==> src/rtl/scroll_displayer_pkg.sv <==
// scroll_displayer shared types and constants.
// Mode and direction encodings, blank pattern, hex decoder.
package scroll_displayer_pkg;

  typedef enum logic [1:0] {
    MODE_LEFT   = 2'b00,
    MODE_RIGHT  = 2'b01,
    MODE_BOUNCE = 2'b10,
    MODE_HOLD   = 2'b11
  } mode_e;

  typedef enum logic {
    DIR_UP   = 1'b0,
    DIR_DOWN = 1'b1
  } dir_e;

  localparam logic [6:0] SEG_BLANK = 7'h7F;

  // Active-low segments, bit order g..a
  function automatic logic [6:0] hex2seg(
    input logic [3:0] h
  );
    logic [6:0] s;
    unique case (h)
      4'h0: s = 7'h40;
      4'h1: s = 7'h79;
      4'h2: s = 7'h24;
      4'h3: s = 7'h30;
      4'h4: s = 7'h19;
      4'h5: s = 7'h12;
      4'h6: s = 7'h02;
      4'h7: s = 7'h78;
      4'h8: s = 7'h00;
      4'h9: s = 7'h10;
      4'hA: s = 7'h08;
      4'hB: s = 7'h03;
      4'hC: s = 7'h46;
      4'hD: s = 7'h21;
      4'hE: s = 7'h06;
      4'hF: s = 7'h0E;
    endcase
    return s;
  endfunction

endpackage

==> src/rtl/scroll_displayer_if.sv <==
// scroll_displayer control/display bundle.
// master drives controls and message, slave drives display.
interface scroll_displayer_if #(
  parameter int NUM_DIGITS = 8,
  parameter int MSG_LEN    = 16,
  parameter int LED_W      = 8
) ();

  logic                    en;
  logic [1:0]              mode;
  logic [MSG_LEN*4-1:0]    msg;
  logic [NUM_DIGITS*7-1:0] digits;
  logic [LED_W-1:0]        led;
  logic                    step;

  modport master (
    output en,
    output mode,
    output msg,
    input  digits,
    input  led,
    input  step
  );

  modport slave (
    input  en,
    input  mode,
    input  msg,
    output digits,
    output led,
    output step
  );

endinterface

==> src/rtl/scroll_displayer_tick_prescaler.sv <==
// tick_prescaler: counts 0..FREQ-1 while en, pulses tick on wrap.
// clr forces the count to zero and suppresses tick.
module tick_prescaler #(
  parameter int FREQ = 25_000_000
) (
  input  logic clk,
  input  logic rst,
  input  logic en,
  input  logic clr,
  output logic tick
);

  localparam int CW = $clog2(FREQ);
  localparam logic [CW-1:0] LAST = CW'(FREQ - 1);

  logic [CW-1:0] cnt_q, cnt_d;

  assign tick = en && !clr && (cnt_q == LAST);

  always_comb begin
    cnt_d = cnt_q;
    if (clr || tick) begin
      cnt_d = '0;
    end else if (en) begin
      cnt_d = cnt_q + 1'b1;
    end
  end

  always_ff @(posedge clk or negedge rst) begin
    if (!rst) begin
      cnt_q <= '0;
    end else begin
      cnt_q <= cnt_d;
    end
  end

endmodule

==> src/rtl/scroll_displayer.sv <==
// scroll_displayer: scrolling hex window on seven-seg digits.
// SCROLL_DISPLAYER_BLINK_EN adds a blink of the held window.
module scroll_displayer
  import scroll_displayer_pkg::*;
#(
  parameter int NUM_DIGITS = 8,
  parameter int MSG_LEN    = 16,
  parameter int FREQ       = 25_000_000,
  parameter int LED_W      = 8
) (
  input logic clk,
  input logic rst,
  scroll_displayer_if.slave bus
);

  localparam int PW  = (MSG_LEN > 1) ? $clog2(MSG_LEN) : 1;
  localparam int LIM = MSG_LEN - NUM_DIGITS;
  localparam int SEG = MSG_LEN / LED_W;
  localparam int VW  = 4 * NUM_DIGITS;
  localparam logic [PW-1:0] P_LAST = PW'(MSG_LEN - 1);
  localparam logic [PW-1:0] P_LIM  = PW'(LIM);
  localparam logic [LED_W-1:0] LED_MSB =
    LED_W'(1) << (LED_W - 1);

  mode_e mode;
  logic  hold;
  logic  tick;
  logic  blank;
  logic  bup, bdn;

  logic [PW-1:0] pos_q, pos_d;
  dir_e          dir_q, dir_d;
  logic          step_q;

  logic [VW-1:0]                 vis;
  logic [NUM_DIGITS-1:0][6:0]    win;
  logic [NUM_DIGITS*7-1:0]       digits_q, digits_d;
  logic [LED_W-1:0]              led_q, led_d;

  assign mode = mode_e'(bus.mode);
  assign hold = (mode == MODE_HOLD);

  tick_prescaler #(
    .FREQ(FREQ)
  ) u_step (
    .clk (clk),
    .rst (rst),
    .en  (bus.en),
    .clr (hold),
    .tick(tick)
  );

`ifdef SCROLL_DISPLAYER_BLINK_EN
  logic blink_tick;
  logic blink_q;

  tick_prescaler #(
    .FREQ(FREQ)
  ) u_blink (
    .clk (clk),
    .rst (rst),
    .en  (bus.en),
    .clr (1'b0),
    .tick(blink_tick)
  );

  always_ff @(posedge clk or negedge rst) begin
    if (!rst) begin
      blink_q <= 1'b0;
    end else if (blink_tick) begin
      blink_q <= ~blink_q;
    end
  end

  assign blank = hold && blink_q;
`else
  assign blank = 1'b0;
`endif

  // Bounce: above range or at the top always heads down
  assign bup = (pos_q < P_LIM) &&
               ((dir_q == DIR_UP) || (pos_q == '0));
  assign bdn = !bup && (pos_q != '0);

  always_comb begin
    pos_d = pos_q;
    dir_d = dir_q;
    if (tick) begin
      unique case (mode)
        MODE_LEFT: begin
          pos_d = (pos_q == P_LAST) ? '0 : pos_q + 1'b1;
        end
        MODE_RIGHT: begin
          pos_d = (pos_q == '0) ? P_LAST : pos_q - 1'b1;
        end
        MODE_BOUNCE: begin
          if (bup) begin
            pos_d = pos_q + 1'b1;
          end else if (bdn) begin
            pos_d = pos_q - 1'b1;
          end
          if (pos_d == P_LIM) begin
            dir_d = DIR_DOWN;
          end else if (pos_d == '0) begin
            dir_d = DIR_UP;
          end else begin
            dir_d = bup ? DIR_UP : DIR_DOWN;
          end
        end
        MODE_HOLD: ;
      endcase
    end
  end

  // Doubled message makes the wrap-around window a plain shift
  assign vis = VW'({bus.msg, bus.msg} >> (4 * pos_q));

  for (genvar k = 0; k < NUM_DIGITS; k++) begin : g_dig
    assign win[k] = hex2seg(vis[4*(NUM_DIGITS-1-k) +: 4]);
  end

  assign digits_d = blank ? {NUM_DIGITS{SEG_BLANK}} : win;
  assign led_d    = LED_MSB >> (int'(pos_q) / SEG);

  always_ff @(posedge clk or negedge rst) begin
    if (!rst) begin
      pos_q    <= '0;
      dir_q    <= DIR_UP;
      step_q   <= 1'b0;
      digits_q <= {NUM_DIGITS{SEG_BLANK}};
      led_q    <= '0;
    end else begin
      pos_q    <= pos_d;
      dir_q    <= dir_d;
      step_q   <= tick;
      digits_q <= digits_d;
      led_q    <= led_d;
    end
  end

  assign bus.digits = digits_q;
  assign bus.led    = led_q;
  assign bus.step   = step_q;

endmodule

==> src/flat_wrapper.sv <==
// flat-port wrapper written by rule: the top's interface ports become plain ports
module scroll_displayer_flat import scroll_displayer_pkg::*;
#(
  parameter int NUM_DIGITS = 8,
  parameter int MSG_LEN    = 16,
  parameter int FREQ       = 25_000_000,
  parameter int LED_W      = 8
)
  (clk, rst, bus_en, bus_mode, bus_msg, bus_digits, bus_led, bus_step);
  scroll_displayer_if #(.NUM_DIGITS(NUM_DIGITS), .MSG_LEN(MSG_LEN), .LED_W(LED_W)) bus_i ();
  input logic clk;
  input logic rst;
  input wire logic [$bits(bus_i.en)-1:0] bus_en;
  input wire logic [$bits(bus_i.mode)-1:0] bus_mode;
  input wire logic [$bits(bus_i.msg)-1:0] bus_msg;
  output wire logic [$bits(bus_i.digits)-1:0] bus_digits;
  output wire logic [$bits(bus_i.led)-1:0] bus_led;
  output wire logic [$bits(bus_i.step)-1:0] bus_step;
  assign bus_i.en = bus_en;
  assign bus_i.mode = bus_mode;
  assign bus_i.msg = bus_msg;
  assign bus_digits = bus_i.digits;
  assign bus_led = bus_i.led;
  assign bus_step = bus_i.step;
  scroll_displayer #(.NUM_DIGITS(NUM_DIGITS), .MSG_LEN(MSG_LEN), .FREQ(FREQ), .LED_W(LED_W)) u_core (.clk(clk), .rst(rst), .bus(bus_i));
endmodule
==> config.mk <==
export PLATFORM = sky130hd
export DESIGN_NAME = scroll_displayer_flat
export DESIGN_NICKNAME = d
export VERILOG_FILES = /design/src/rtl/scroll_displayer_pkg.sv /design/src/rtl/scroll_displayer_if.sv /design/src/rtl/scroll_displayer_tick_prescaler.sv /design/src/rtl/scroll_displayer.sv /design/src/flat_wrapper.sv
export SDC_FILE = /design/constraint.sdc
export NUM_CORES = 1
export LEC_CHECK = 0
export CAP_MARGIN = 20
export CORE_MARGIN = 2
export CORE_UTILIZATION = 40
export DETAILED_ROUTE_END_ITERATION = 6
export PLACE_DENSITY = 0.61
export SLEW_MARGIN = 0
export SYNTH_ARGS = -nofsm -noshare
export SYNTH_HDL_FRONTEND = slang
export SYNTH_SLANG_ARGS = --single-unit
==> constraint.sdc <==
create_clock -name clk -period 7.58 [get_ports clk]
set_input_delay 1.137 -clock clk [delete_from_list [all_inputs] [get_ports clk]]
set_output_delay 1.137 -clock clk [all_outputs]
set_load 0.005 [all_outputs]
==> metrics.md, run 1 <==
| Metric | Value |
|---|---|
| Status | `finished clean` |
| I/O Buffers | `133` |
| CTS tree | `done` |
| Total grt overflow | `0` |
| M1 GR Usage | `0.278` |
| Synth cell types | `63` |
| Largest net degree at the start of global routing | `a little over 70` |
| Diode count | `0` |
| Detailed Route WL | `19900 um` |
| GRT met2 Usage | `0.331` |
| CP max FO | `35` |
| Final setup fails | `0` |
| Sequential Area | `roughly 0.0025 mm^2` |
| Critical Path RT | `7.83 ns` |
| Number of flops mapped to enable cells by yosys | `0` |
| Die width | `142 um` |
| Synthesized area per cell | `10.1 um^2` |
| Slew HR | `0.304` |
| Leakage | `between 4 and 5 nW` |
| Area Growth Syn to Fin | `23.8%` |
| GR Layer Usage met3 | `0.0280` |
| HP Class | `reg -> reg` |
| Vias in the first global route | `5966` |
| Via Count | `around 6.1k` |
| Final hold violations | `0` |
| Post-synthesis sequential area ratio | `0.323` |
| Seq cells post-synth | `95` |
| Share of layout cells above drive strength 1 | `0.174` |
| Arr. time, crit path | `between 4 and 5 ns` |
| DRC errors left | `0` |
| Clock transition at the registers of the reported paths | `roughly 0.070 ns` |
| 1st-iter DRT viols | `374` |
| FFs w/ async S/R, synth | `1.00` |
| Clk_lat worst skew | `around 0.36 ns` |
| Num CTS Buffers | `9` |
| First-pass GRT wire length | `about 32000 um` |
| DR pass1 iterations | `5` |
| Nets@finish | `just under 1k` |
| Die height | `around 140 um` |
| WL per Instance | `approximately 18 um` |
| I/O Pins | `about 130` |
| Clock net sink count | `between 90 and 100` |
| Fmax achieved | `about 250 MHz` |
| Detail Placement HPWL | `15000 um` |
| Worst-Margin Slew | `1.04 ns` |
| Period utilization | `0.518` |
| Largest area contributor in the netlist | `dfstp_2` |
| Initial antenna violation count | `0` |
| CTS Root Cell | `clkbuf_16` |
| Dominant cells by area after synthesis | `dfstp_2, dfrtp_1, mux4_2` |
| Fillers | `roughly 1.7k` |
| Hold buffer count at CTS | `0` |
| GPL Wtd Cong | `~0.86` |
| Post-synthesis cell count | `751` |
| Maximum vdd drop | `approximately 110 uV` |
| Overall Global Routing Usage | `0.201` |
| Fin. max-slew vios | `0` |
| Core Rows | `50` |
| Top cell type's share of synthesized area | `0.194` |
| Minimum clock period | `between 3 and 4 ns` |
| Prevailing post-synth register cell | `dfstp_2` |
| Gr busiest metal | `met2` |
| Resized cells post-CTS | `0` |
| Area of the multi-input gates | `between 0.004 and 0.005 mm^2` |
| Max Cap Viol | `0` |
| H-tree depth | `3` |
| CTS Buffer Depth | `2` |
| Sum Neg Setup Slack | `0 ns` |
| Core Box Area | `approximately 0.019 mm^2` |
| Power density cells | `about 140 mW/mm^2` |
| Syn nets | `a little under 900` |
| Crit path launch type | `flop` |
| Clock Skews | `~0.009 ns` |
| Synth warn | `0` |
| Vias per cell | `5.54` |
| RSZ-0062 raised after global routing | `no` |
| Initial Util | `0.406` |
| Buffer count from post-CTS setup fixing | `0` |
| Final Core Density | `0.503` |
| Synthesized area | `approximately 0.0076 mm^2` |
| Detail Route Antenna Nets | `0` |
| Critical path type | `reg -> reg` |
| Setup crit end kind | `flop` |
| Die ar. | `0.0200 mm^2` |
==> logic make-up after synthesis <==
logic type               after synthesis  synth area share
XOR/XNOR                              25            0.0289
adder cells (fa/ha/maj)               54            0.0892
multiplexers                         126             0.236
buffers and inverters                 81            0.0468
AND/OR/NAND/NOR                      222             0.135
AO/OA/AOI/OAI                        148             0.142
flip-flops                            95             0.323
==> synth_stat cells (all sizes together), types with 10 or more instances <==
master and n:
nor2 78, mux2i 65, nand2 57, dfstp 56, ha 54, dfrtp 39, inv 39, mux4 39
o21ai 34, buf 25, a22o 22, mux2 22, nand3 20, and2 16, clkbuf 16, a21oi 14
nor3 13, xor2 13, xnor2 12, a22oi 10
==> routing by layer <==
metal	part of all wire	vias to the layer above
li1	-	2970
met1	0.46	2940
met2	0.48	162
met3	0.042	27
met4	0.016	0
met5	0	-
==> layout by cell type (no fill, tap or decap), drive strengths merged, types with 5 or more instances in the layout <==
cell           instances
a21oi                 14
nand3                 20
o21ai                 34
a31oi                  6
buf                    8
mux2                  22
dfrtp                 39
dfstp                 56
a22oi                 10
inv                   42
mux4                  39
nor2                  78
ha                    54
o22ai                  6
xor2                  13
nor2b                  9
a211oi                 6
nand2b                 8
nor3                  13
clkdlybuf4s50        132
nand4                  6
clkbuf                10
o2bb2ai                5
and3                   5
o211ai                 8
mux2i                 65
xnor2                 12
and2                  16
a22o                  22
nand2                 57
==> through the flow <==
step                total power [mW]  hold slack, ns  instance area (um^2)  setup WS (ns)  instances
floorplan                      0.721           0.497                  7570           4.29        751
global placement               0.865           0.514                  9040           3.60       1083
detailed placement             0.866           0.531                  9040           3.48       1083
CTS                             1.37           0.543                  9360           3.60       1099
global route                    1.42           0.565                  9370           3.34       1100
finish                          1.35           0.541                  9370           3.65       1100
==> state kept, by name (all words and copies together) (netlist names) <==
| name | flops |
|---|---|
| u_core.dir_q | 1 |
| u_core.pos_q | 4 |
| u_core.bus.step | 1 |
| u_core.bus.led | 8 |
| u_core.u_step.cnt_q | 25 |
| u_core.bus.digits | 56 |
==> cell type report <==
cell class,instances,share of cell area
clock buffer,10,0.0255
clock inverter,6,0.00921
timing repair buffer,140,0.147
multi-input combinational,575,0.509
tap,234,0.0312
sequential,95,0.262
inverter,40,0.0160
==> power by group <==
part           leakage, nW  switching (mW)  internal, mW  total, mW
Combinational         2.78           0.133         0.151      0.284
Sequential            1.12          0.0170         0.558      0.574
Clock                0.160           0.220         0.274      0.494
Total                 4.06           0.370         0.982       1.35
==> final timing paths <==
kind,start,endpoint,slack (ns),cells after the start
worst max-delay path,u_core.pos_q[0],u_core.bus.digits[24],3.65,8
worst min-delay path,u_core.u_step.cnt_q[20],u_core.u_step.cnt_q[20],0.54,2
worst max register to register,u_core.pos_q[0],u_core.bus.digits[24],3.65,8
worst min register to register,u_core.u_step.cnt_q[20],u_core.u_step.cnt_q[20],0.54,2
max in group asynchronous,rst,u_core.pos_q[0],5.66,2
min in group asynchronous,rst,u_core.u_step.cnt_q[4],0.70,1
==> critical path, cell delays in order, from the launching register on <==
cell	delay [ns]
dfrtp_4	0.75
buf_4	0.56
mux4_2	0.63
a22o_1	0.25
a211oi_1	0.81
inv_1	0.19
ha_1	0.30
a211oi_1	0.22
a31oi_1	0.06
(Power assumes the default switching activity.)
==> run 2, diff against run 1 <==
clock period = 3.85 ns   (was 7.58 ns; I/O delays follow)
==> metrics.md, run 2 (same netlist as run 1, synthesis figures left out) <==
| Metric | Value |
|---|---|
| Status | `finished clean` |
| GPL Wtd Cong | `0.878 (+2.2%)` |
| Commonest non-fill, non-tap cell in the layout | `clkdlybuf4s50_1` |
| Vias in the first global route | `6017 (+0.85%)` |
| Initial antenna violation count | `0 (unchanged)` |
| Share of layout cells above drive strength 1 | `0.187 (+0.0122)` |
| Vias per cell | `5.47 (-1.3%)` |
| RSZ-0062 raised after global routing | `no` |
| Largest net degree at the start of global routing | `67 (-5.6%)` |
| Overall power | `2.67 mW (+97%)` |
| CTS Buffer Depth | `2 (unchanged)` |
| Sequential Area | `0.00245 mm^2 (unchanged)` |
| Area Growth Syn to Fin | `25.1%` |
| Hold Slack | `0.302 ns (-0.239 ns)` |
| Core Rows | `50 (unchanged)` |
| I/O Pins | `134 (unchanged)` |
| Detail Placement HPWL | `15200 um (+1.7%)` |
| Setup crit end kind | `flop` |
| CTS tree | `done` |
| Core Box Area | `0.0186 mm^2 (unchanged)` |
| Buffer count from post-CTS setup fixing | `0 (unchanged)` |
| WL per Instance | `17.9 um (-1.3%)` |
| Leakage | `4.12 nW (+1.6%)` |
| Minimum clock period | `3.16 ns (-0.770 ns)` |
| Biggest cell delay along the critical path | `0.64 ns (-0.17 ns)` |
| Hold buffer count at CTS | `0 (unchanged)` |
| Fmax achieved | `317 MHz (+24%)` |
| Placed Area | `0.00914 mm^2 (+1.2%)` |
| Cell Chain, Critical Path | `clkinv_1 > mux2_2 > o211ai_1 > inv_1 > ha_1 > nor2_1 > a21oi_1 > o21ai_0` |
| Overall Global Routing Usage | `0.203 (+0.00197)` |
| H-tree depth | `3 (unchanged)` |
| Via Count | `6092 (-0.11%)` |
| HP Class | `in -> async` |
| I/O Buffers | `133 (unchanged)` |
| Num CTS Buffers | `9 (unchanged)` |
| Diode count | `0 (unchanged)` |
| Final setup fails | `0 (unchanged)` |
| Total grt overflow | `0 (unchanged)` |
| Clock transition at the registers of the reported paths | `0.08 ns (about the same)` |
| CTS Root Cell | `clkbuf_16` |
| Maximum vdd drop | `186 uV (+63%)` |
| CP max FO | `17 (-51%)` |
| Initial Util | `0.406 (unchanged)` |
| Finished Cell Area | `0.00947 mm^2 (+1.0%)` |
| Detail Route Antenna Nets | `0 (unchanged)` |
| Die width | `142 um (unchanged)` |
| Slew HR | `0.361 (+0.0567)` |
| Fin. max-slew vios | `0 (unchanged)` |
| Finished Layout Cells | `1113 (+1.2%)` |
| Max reg flops | `56 (unchanged)` |
| DP Cell Count | `1097 (+1.3%)` |
| Final Core Density | `0.508 (+0.00523)` |
| Period utilization | `0.820 (+0.302)` |
| Critical path type | `reg -> reg` |
| Final hold violations | `0 (unchanged)` |
| Detailed Route WL | `19900 um (-0.16%)` |
| Die height | `142 um (unchanged)` |
| Clock Skews | `0.0115 ns (+0.00255 ns)` |
| Power density cells | `282 mW/mm^2 (+95%)` |
| 1st-iter DRT viols | `374 (unchanged)` |
| Clock net sink count | `95 (unchanged)` |
| DR pass1 iterations | `5 (unchanged)` |
| Arr. time, crit path | `3.42 ns (-0.76 ns)` |
| Die ar. | `0.0200 mm^2 (unchanged)` |
| Max Cap Viol | `0 (unchanged)` |
| Clk_lat worst skew | `0.36 ns (about the same)` |
| Crit path launch type | `flop` |
| Worst setup margin | `0.692 ns (-2.96 ns)` |
| Slowest-stage cell, CP | `dfrtp_2` |
| Most frequent cells in the layout | `clkdlybuf4s50_1, nor2_1, mux2i_1` |
| Resized cells post-CTS | `0 (unchanged)` |
| Critical Path RT | `4.11 ns (-3.72 ns)` |
| Nets@finish | `997 (+1.3%)` |
| DRC errors left | `0 (unchanged)` |
| Sum Neg Setup Slack | `0 ns (unchanged)` |
| Setup WS pre-CTS | `0.504 ns (-2.98 ns)` |
| First-pass GRT wire length | `32100 um (+1.0%)` |
| Worst-Margin Slew | `0.959 ns (-0.0788 ns)` |
| Area of the multi-input gates | `0.00477 mm^2 (unchanged)` |
| Fillers | `1688 (-3.4%)` |
==> run 2: cell count changes in the layout (fill, tap and decap cells not counted), sizes merged <==
| cell | previous run | this run |
|---|---|---|
| buf | 8 | 21 |
==> run 2: final cells by class <==
class / instances / share of cell area
clock buffer: 10 / 0.0252
clock inverter: 6 / 0.00912
inverter: 40 / 0.0159
multi-input combinational: 575 / 0.504
sequential: 95 / 0.259
tap: 234 / 0.0309
timing repair buffer: 153 / 0.156
==> run 2: layer usage <==
metal | GRT usage | routed length, um
met1 | 0.281 | 9190
met2 | 0.330 | 9490
met3 | 0.0253 | 759
met4 | 0.0705 | 436
met5 | 0 | 0
==> run 2: worst paths after layout <==
| path | startpoint | end | slack, ns | cells past startpoint |
|---|---|---|---|---|
| min | rst | u_core.u_step.cnt_q[3] | 0.30 | 1 |
| max reg2reg | u_core.pos_q[3] | u_core.bus.digits[46] | 0.69 | 8 |
| max in group asynchronous | rst | u_core.bus.digits[32] | 2.56 | 2 |
| min reg2reg | u_core.u_step.cnt_q[20] | u_core.u_step.cnt_q[20] | 0.55 | 2 |
| min in group clk | u_core.u_step.cnt_q[20] | u_core.u_step.cnt_q[20] | 0.55 | 2 |
| max | u_core.pos_q[3] | u_core.bus.digits[46] | 0.69 | 8 |
==> run 2: report_power, final <==
part | internal [mW] | total (mW) | switching (mW)
Combinational | 0.300 | 0.563 | 0.262
Clock | 0.540 | 0.976 | 0.436
Sequential | 1.10 | 1.13 | 0.0309
==> run 2: worst max-delay path: cells and delay by family (launching register included) <==
family | cells | cell delay, ns
buffers and inverters | 2 | 0.82
and+or+nand+nor | 1 | 0.10
DFF | 1 | 0.64
AOI/OAI and AO/OA | 3 | 0.74
adders and majority gates | 1 | 0.22
muxes | 1 | 0.53
